<file path="src/rtl/ahb_pkg.sv">
// Shared AHB-Lite definitions used by the CPU-side bus masters and slave wrappers.
package ahb_pkg;

    localparam int AHB_DATA_BITS  = 32;
    localparam int AHB_TRANS_BITS = 2;
    localparam int AHB_SIZE_BITS  = 3;
    localparam int AHB_RESP_BITS  = 2;

    localparam logic [3:0] M2_ID = 4'b0001;

    typedef enum logic [1:0] {
        HTRANS_IDLE   = 2'b00,
        HTRANS_BUSY   = 2'b01,
        HTRANS_NONSEQ = 2'b10,
        HTRANS_SEQ    = 2'b11
    } htrans_t;

    typedef enum logic [1:0] {
        HRESP_OKAY  = 2'b00,
        HRESP_ERROR = 2'b01,
        HRESP_RETRY = 2'b10,
        HRESP_SPLIT = 2'b11
    } hresp_t;

    typedef enum logic [2:0] {
        HSIZE_BYTE = 3'b000,
        HSIZE_HALF = 3'b001,
        HSIZE_WORD = 3'b010
    } hsize_t;

    typedef enum logic [2:0] {
        HBURST_SINGLE = 3'b000,
        HBURST_INCR   = 3'b001
    } hburst_t;

endpackage

</file>
<file path="src/rtl/ahb_align_chk.sv">
// Combinational natural-alignment check of a CPU access (shared by the I- and D-port masters).
module ahb_align_chk
    import ahb_pkg::*;
(
    input  logic [2:0] size,
    input  logic [1:0] addr_lo,
    output logic       misaligned
);

    always_comb begin
        misaligned = 1'b0;
        case (size)
            HSIZE_HALF: misaligned = addr_lo[0];
            HSIZE_WORD: misaligned = |addr_lo;
            default:    misaligned = 1'b0;
        endcase
    end

endmodule

</file>
<file path="src/rtl/dm_ahb_master.sv">
// CPU data-port AHB-Lite master: one CPU load/store becomes one SINGLE transfer,
// with the CPU stalled until an ack (and optional error) pulse returns.
module dm_ahb_master
    import ahb_pkg::*;
#(
    parameter int TIMEOUT = 16
) (
    input  logic                      clk,
    input  logic                      rst,
    input  logic                      cpu_req,
    input  logic                      cpu_write,
    input  logic [AHB_SIZE_BITS-1:0]  cpu_size,
    input  logic [31:0]               cpu_addr,
    input  logic [AHB_DATA_BITS-1:0]  cpu_wdata,
    output logic                      cpu_stall,
    output logic [AHB_DATA_BITS-1:0]  cpu_rdata,
    output logic                      cpu_ack,
    output logic                      cpu_err,
    output logic                      HBUSREQ,
    output logic                      HLOCK,
    input  logic                      HGRANT,
    output logic [AHB_TRANS_BITS-1:0] HTRANS,
    output logic [31:0]               HADDR,
    output logic                      HWRITE,
    output logic [AHB_SIZE_BITS-1:0]  HSIZE,
    output logic [2:0]                HBURST,
    output logic [AHB_DATA_BITS-1:0]  HWDATA,
    input  logic [AHB_DATA_BITS-1:0]  HRDATA,
    input  logic                      HREADY,
    input  logic [AHB_RESP_BITS-1:0]  HRESP
);

    typedef enum logic [2:0] {S_IDLE, S_REQ, S_ADDR, S_DATA, S_DONE} state_t;

    typedef struct packed {
        logic                     write;
        logic [AHB_SIZE_BITS-1:0] size;
        logic [31:0]              addr;
        logic [AHB_DATA_BITS-1:0] wdata;
    } req_t;

    state_t                   state, state_d;
    req_t                     req_q;
    logic [AHB_DATA_BITS-1:0] rdata_q;
    logic                     err_q;
    logic [7:0]               wait_cnt;

    logic misaligned;
    logic latch_req, finish, finish_err, capture, cnt_clr, cnt_inc;

    ahb_align_chk u_align (
        .size       (cpu_size),
        .addr_lo    (cpu_addr[1:0]),
        .misaligned (misaligned)
    );

    always_ff @(posedge clk) begin
        if (!rst) state <= S_IDLE;
        else      state <= state_d;
    end

    always_comb begin
        state_d    = state;
        latch_req  = 1'b0;
        finish     = 1'b0;
        finish_err = 1'b0;
        capture    = 1'b0;
        cnt_clr    = 1'b0;
        cnt_inc    = 1'b0;
        HBUSREQ    = 1'b0;
        HTRANS     = HTRANS_IDLE;
        HWDATA     = '0;
        cpu_ack    = 1'b0;
        cpu_err    = 1'b0;
        case (state)
            S_IDLE: begin
                if (cpu_req) begin
                    latch_req = 1'b1;
                    if (misaligned) begin
                        // Reject locally: never touch the bus for a misaligned access.
                        finish     = 1'b1;
                        finish_err = 1'b1;
                        state_d    = S_DONE;
                    end else begin
                        state_d = S_REQ;
                    end
                end
            end
            S_REQ: begin
                HBUSREQ = 1'b1;
                if (HGRANT && HREADY) state_d = S_ADDR;
            end
            S_ADDR: begin
                HTRANS  = HTRANS_NONSEQ;
                cnt_clr = 1'b1;
                if (HREADY)       state_d = S_DATA;
                else if (!HGRANT) state_d = S_REQ;
            end
            S_DATA: begin
                HWDATA = req_q.write ? req_q.wdata : '0;
                if (HREADY) begin
                    case (hresp_t'(HRESP))
                        HRESP_OKAY: begin
                            finish  = 1'b1;
                            capture = !req_q.write;
                            state_d = S_DONE;
                        end
                        HRESP_ERROR: begin
                            finish     = 1'b1;
                            finish_err = 1'b1;
                            state_d    = S_DONE;
                        end
                        default: begin
                            cnt_clr = 1'b1;
                            state_d = S_REQ;
                        end
                    endcase
                end else if (wait_cnt == 8'(TIMEOUT - 1)) begin
                    finish     = 1'b1;
                    finish_err = 1'b1;
                    state_d    = S_DONE;
                end else begin
                    cnt_inc = 1'b1;
                end
            end
            S_DONE: begin
                cpu_ack = 1'b1;
                cpu_err = err_q;
                state_d = S_IDLE;
            end
            default: state_d = S_IDLE;
        endcase
    end

    always_ff @(posedge clk) begin
        if (!rst) begin
            req_q    <= '0;
            rdata_q  <= '0;
            err_q    <= 1'b0;
            wait_cnt <= '0;
        end else begin
            if (latch_req) req_q <= '{cpu_write, cpu_size, cpu_addr, cpu_wdata};
            if (cnt_clr)      wait_cnt <= '0;
            else if (cnt_inc) wait_cnt <= wait_cnt + 8'd1;
            // Result register only changes on entry to DONE, so loads stay visible afterwards.
            if (finish) begin
                err_q   <= finish_err;
                rdata_q <= capture ? HRDATA : '0;
            end
        end
    end

    assign cpu_stall = ((state != S_IDLE) && (state != S_DONE)) || ((state == S_IDLE) && cpu_req);
    assign cpu_rdata = rdata_q;
    assign HLOCK     = 1'b0;
    assign HBURST    = HBURST_SINGLE;
    assign HADDR     = req_q.addr;
    assign HWRITE    = req_q.write;
    assign HSIZE     = req_q.size;

endmodule

</file>
<file path="config.mk">
export PLATFORM = sky130hd
export DESIGN_NAME = dm_ahb_master
export DESIGN_NICKNAME = d
export VERILOG_FILES = /design/src/rtl/ahb_pkg.sv /design/src/rtl/ahb_align_chk.sv /design/src/rtl/dm_ahb_master.sv
export SDC_FILE = /design/constraint.sdc
export NUM_CORES = 1
export LEC_CHECK = 0
export CAP_MARGIN = 10
export CORE_ASPECT_RATIO = 1.75
export CORE_MARGIN = 2
export CORE_UTILIZATION = 28
export CTS_BUF_LIST = sky130_fd_sc_hd__clkbuf_16
export DETAILED_ROUTE_END_ITERATION = 10
export REMOVE_ABC_BUFFERS = 1
export SLEW_MARGIN = 20
export SYNTH_ARGS = -nofsm -noshare
export SYNTH_HDL_FRONTEND = slang
export SYNTH_SLANG_ARGS = --single-unit
</file>
<file path="constraint.sdc">
create_clock -name clk -period 4.85 [get_ports clk]
set_input_delay 0.485 -clock clk [delete_from_list [all_inputs] [get_ports clk]]
set_output_delay 0.485 -clock clk [all_outputs]
set_load 0.05 [all_outputs]
</file>
; ---- Yosys cells after proc, flatten, opt, wreduce, memory -nomap -nowiden
; Cells that the tools add are included.
[word_totals]
output_inout_bits = 110
inputBits = 107
regBits = 112
wordCells = 72
[classes]
n_reduce_logical = 12
eq_ne = 13
n_bitwise = 1
muxes = 37
add_sub_neg = 1
[ops]
columns = op, n
row1 = 32-bit two-way mux, 3
row2 = 3-bit two-way mux, 8
row3 = 1-bit two-way mux, 20
row4 = 3-bit case mux with 4 select lines, 1
row5 = "3-bit by 2-bit == test with 1-bit output, second input constant", 3
row6 = "3-bit inequality test, second input constant", 3
row7 = "8-bit by 1-bit adder with 8-bit output, second input constant", 1
row8 = "8-bit by 4-bit == test with 1-bit output, second input constant", 1
row9 = 1-bit case mux with 2 select lines, 4
row10 = "3-bit by 1-bit == test with 1-bit output, second input constant", 2
row11 = 2-bit OR reduction, 3
row12 = "2-bit inequality test, second input constant", 2
row13 = 4-bit AND reduction, 1
row14 = "3-bit == test, second input constant", 1
row15 = 1-bit logical AND, 3
row16 = 3-bit logical NOT, 1
row17 = 3-bit nonzero test, 1
row18 = "2-bit by 1-bit == test with 1-bit output, second input constant", 1
row19 = 2-bit logical NOT, 1
row20 = 2-bit two-way mux, 1
row21 = 1-bit logical NOT, 1
row22 = 1-bit logical OR, 1
row23 = 1-bit NOT, 1

; ---- Longest topological paths before layout
[logic_depth]
word_depth = 6
depth_mapped = 6
depth_no_buf = 5

; ---- By module
; A second synthesis with hierarchy kept.
[unflattened]
hier_cells = 533
area_unflattened_um2 = 4743.3
[modules_own_cells]
columns = module, area_each_um2, n_inst, cells_each, seq_area_each_um2
row1 = dm_ahb_master, 4712.0, 1, 529, 2242.2
row2 = ahb_align_chk, 31.3, 1, 4, 0.0

; ---- Worst setup path after synthesis
; No wires, ideal clock.
[synth_timing]
path_type = register to output
startpoint = reg req_q, in the netlist HWRITE
endpoint = out HWDATA[10]
path_stages_with_launch = 5
n_path_buf = 1
required_time_ns = 4.365
arrival_ns = 1.634
path_slack_ns = 2.731
cell_sequence = dfxtp_1 -> nand2_1 -> nor2_1 -> clkbuf_1 -> and2_1
[synth_via]
elab_chain_len = 2
[synth_rtl]
columns = item, line_no
row1 = start: declaration, dm_ahb_master.sv:43  ; req_t req_q;
row2 = start signal: assignment, dm_ahb_master.sv:142  ; if (latch_req) req_q <= '{cpu_write, cpu_size, cpu_addr, cpu_wdata};
row3 = 32-bit two-way mux, dm_ahb_master.sv:100  ; HWDATA = req_q.write ? req_q.wdata : '0;
row4 = 32-bit two-way mux, dm_ahb_master.sv:75  ; case (state)
row5 = end: declaration, dm_ahb_master.sv:27  ; output logic [AHB_DATA_BITS-1:0] HWDATA,
; No other way between the ends.

; ---- Worst setup path in the final report
[layout_timing]
startpoint = reg state[1]
endpoint = out HWDATA[29]
[layout_via]
elab_chain_len = 2
[layout_rtl]
columns = item, line_no
row1 = start: declaration, dm_ahb_master.sv:42  ; state_t state, state_d;
row2 = start signal: assignment, dm_ahb_master.sv:59  ; else state <= state_d;
row3 = 3-bit by 2-bit == test with 1-bit output, dm_ahb_master.sv:75
row4 = 32-bit two-way mux, dm_ahb_master.sv:75
; No other way between the ends.

==> run_results.csv <==
group,metric,value,unit
detailed_routing,vias_per_cell,4.67,
pwr,p_switching,688,uW
floorplan,die_h,173,um
clock_tree,cts_resized,0,
grt,antenna_found_initial,0,
grt,grt-ovfl-total,0,
grt,grt_pass1_vias,4274,
worst_hold_path,hp-class,"flop to flop",
clock_tree,clock-root-buffer,"clkbuf_16",
clock_tree,post_cts_buffers,0,
clock_tree,cts_tree,"done",
logic_synthesis,netlist_area,4570,um^2
clock_tree,clkLatencyLatePin,0.34,ns
pwr,p_leak,0.00250,uW
layout,synthToLayoutAreaGrowth,49.0,%
floorplan,start_util,28.6,%
detailed_routing,route.detailed.drc,0,
pwr,comb_power_share,22.7,%
pwr,seq_power_share,46.2,%
worst_setup_path,cp_top_family,"simple AND/OR/NAND/NOR gates",
worst_setup_path,arrival,2.74,ns
worst_setup_path,crit_path_top_delay_cell,"clkdlybuf4s50_1",
layout,drive_above_1_share,4.34,%
logic_synthesis,ys.flop_type,"dfxtp_1",
logic_synthesis,yosys_warnings,0,
layout,fillers,1572,
clock_tree,cts_sinks,112,
pwr,swShare,31.1,%
sta,fin_setup_tns,0,ns
logic_synthesis,syn_avg_cell_area,8.60,um^2
sta,rsz0062_at_grt,"no",
run,drv_cap,0,
sta,min_period,3.22,ns
sta,max_freq,310,MHz
pwr,powerDensity,325,nW/um^2
layout,final_cell_mix,"clkdlybuf4s50_1, nand2_1, dfxtp_1",
logic_synthesis,synth_seq_area_share,49.1,%
placement,io_buffers,211,
detailed_routing,wire_per_inst,15.5,um
worst_setup_path,cp-end-kind,"output pin",
detailed_routing,drt_iter0_markers,134,
pwr,ir_drop,159,uV
logic_synthesis,postSynthCellCount,531,
floorplan,std_cell_rows,61,
detailed_routing,firstDrtPassIters,4,
layout,insertedDiodeCount,0,
layout,multi_input_area,1890,um^2
placement,place.gp.congestion,0.778,
detailed_routing,ant_nets,0,
floorplan,die_area,17400,um^2
clock_tree,clockBufferDepth,2,
layout,finalNetCount,796,
worst_setup_path,critPathKind,"flop to output pin",
floorplan,num_io_pins,217,
sta,timing.slew.headroom,49.7,%
placement,post-dp-hpwl,10.2,mm
grt,grt_usage,15.7,%
logic_synthesis,synth_top_area_share,49.1,%
logic_synthesis,synthArstFlopShare,0,%
grt,grt_pass1_wl,21.5,mm
sta,setup_violations,0,
logic_synthesis,netlist.top_cell.by_area,"dfxtp_1",
pwr,pwr-share-clk,31.1,%
logic_synthesis,postSynthRegisterBits,112,
outcome,status,"finished, final reports clean",
floorplan,fp.coreArea,16000,um^2
sta,worstMarginPinSlew,0.755,ns
worst_setup_path,critPathRequiredTime,4.37,ns
logic_synthesis,synth-edff-count,0,
clock_tree,cts_buffers,9,
worst_setup_path,crit_fanout,32,
floorplan,fp.dieW,101,um
layout,layout_commonest_cell,"clkdlybuf4s50_1",
layout,regArea,2240,um^2
worst_setup_path,max_stage_delay,0.81,ns
detailed_routing,wl,13.6,mm
sta,clock_skew,0.0112,ns
pwr,p_int,1530,uW
logic_synthesis,synth_cell_types,47,
clock_tree,clk_pin_slew_worst_paths,0.07,ns
logic_synthesis,synth_area_leaders,"dfxtp_1, nand2_1, a21oi_1",
sta,period_share,66.5,%
clock_tree,cts_hold_buffers,0,
detailed_routing,vias,4118,
worst_setup_path,cp_cell_sequence,"nand2b_1, nor2_4, and2_1, clkdlybuf4s50_1",
worst_setup_path,path_buf_inv,1,
worst_setup_path,startpoint_type,"flop",
sta,final-hold-violation-count,0,
grt,grt_start_max_net_pins,70,
layout,utilization,42.7,%
clock_tree,ctsHtreeMaxLevel,3,
sta,slew_viol_final,0,
==> sequential cells by signal, summed over array words and instances (netlist names) <==
name / flops
HSIZE: 3
cpu_rdata: 32
state: 3
wait_cnt: 8
HADDR: 32
err_q: 1
req_q: 32
HWRITE: 1
==> through the flow <==
stage          area, um^2  hold slack (ns)  std cells  power [uW]  setup WS [ns]
6_report             6810            0.453        881        2210           1.63
5_1_grt              6810            0.469        881        2320           1.40
4_1_cts              6800            0.454        881        2240           1.29
3_5_place_dp         6530            0.444        866        1550           1.68
3_3_place_gp         6530            0.440        866        1540           1.76
2_1_floorplan        4130            0.432        461        1320           1.27
==> final timing paths <==
check                                      to  slack [ns]  startpoint  depth (start not counted)
worst max register to register  cpu_rdata[21]        2.51    state[1]                          4
worst min-delay path                req_q[15]        0.45   req_q[15]                          2
worst max-delay path               HWDATA[29]        1.63    state[1]                          4
worst min register to register      req_q[15]        0.45   req_q[15]                          2
==> routing by layer <==
metal,up-vias,share of wire (%),global-route usage (%)
li1,2042,-,-
met1,1916,36,15.7
met2,136,56,29.7
met3,24,4.2,3.68
met4,0,3.4,7.19
met5,-,0,0
==> cell type report <==
| cell class | count | share of cell area (%) |
|---|---|---|
| sequential | 112 | 32.9 |
| inverter | 3 | 0.165 |
| clock inverter | 6 | 0.699 |
| timing repair buffer | 216 | 31.6 |
| clock buffer | 9 | 3.31 |
| multi-input combinational | 346 | 27.8 |
| tap | 189 | 3.47 |
==> kinds of logic (layout without fill, tap and decap cells) <==
| logic type | count (synthesis) | in the layout | share of synthesized area [%] |
|---|---|---|---|
| xor+xnor | 7 | 7 | 1.34 |
| mux | 1 | 1 | 0.219 |
| other cells | 1 | 5 | 0.0821 |
| compound gates | 120 | 120 | 16.8 |
| simple gates | 212 | 212 | 22.0 |
| flops | 112 | 112 | 49.1 |
| buf+inv | 77 | 234 | 10.1 |
| fa+ha+maj | 1 | 1 | 0.274 |
==> Yosys cell counts, drive strengths merged, types with 2 or more instances <==
cell / number
buf: 53
a221oi: 2
a21oi: 72
nor4: 2
xor2: 3
clkbuf: 21
a211oi: 2
nand3: 3
a22o: 32
nor2: 11
inv: 3
dfxtp: 112
nand4: 2
and3: 5
nand3b: 2
and2: 33
nand2b: 2
nand2: 140
nor2b: 2
nor3: 2
o21ai: 5
xnor2: 4
==> tightest hold or removal path: cells and delay by family (launching register included) <==
family | cells | cell delay (ns)
AOI/OAI and AO/OA | 1 | 0.05
and+or+nand+nor | 1 | 0.05
DFF | 1 | 0.31
==> power groups by stage <==
stage	registers, uW	logic (uW)	clock network, uW
floorplan	1140	185	0
global placement	1040	499	0
detailed placement	1040	508	0
CTS	1020	508	711
global route	1030	544	745
finish	1020	503	688
No activity file was read; power rests on OpenSTA's default activity.
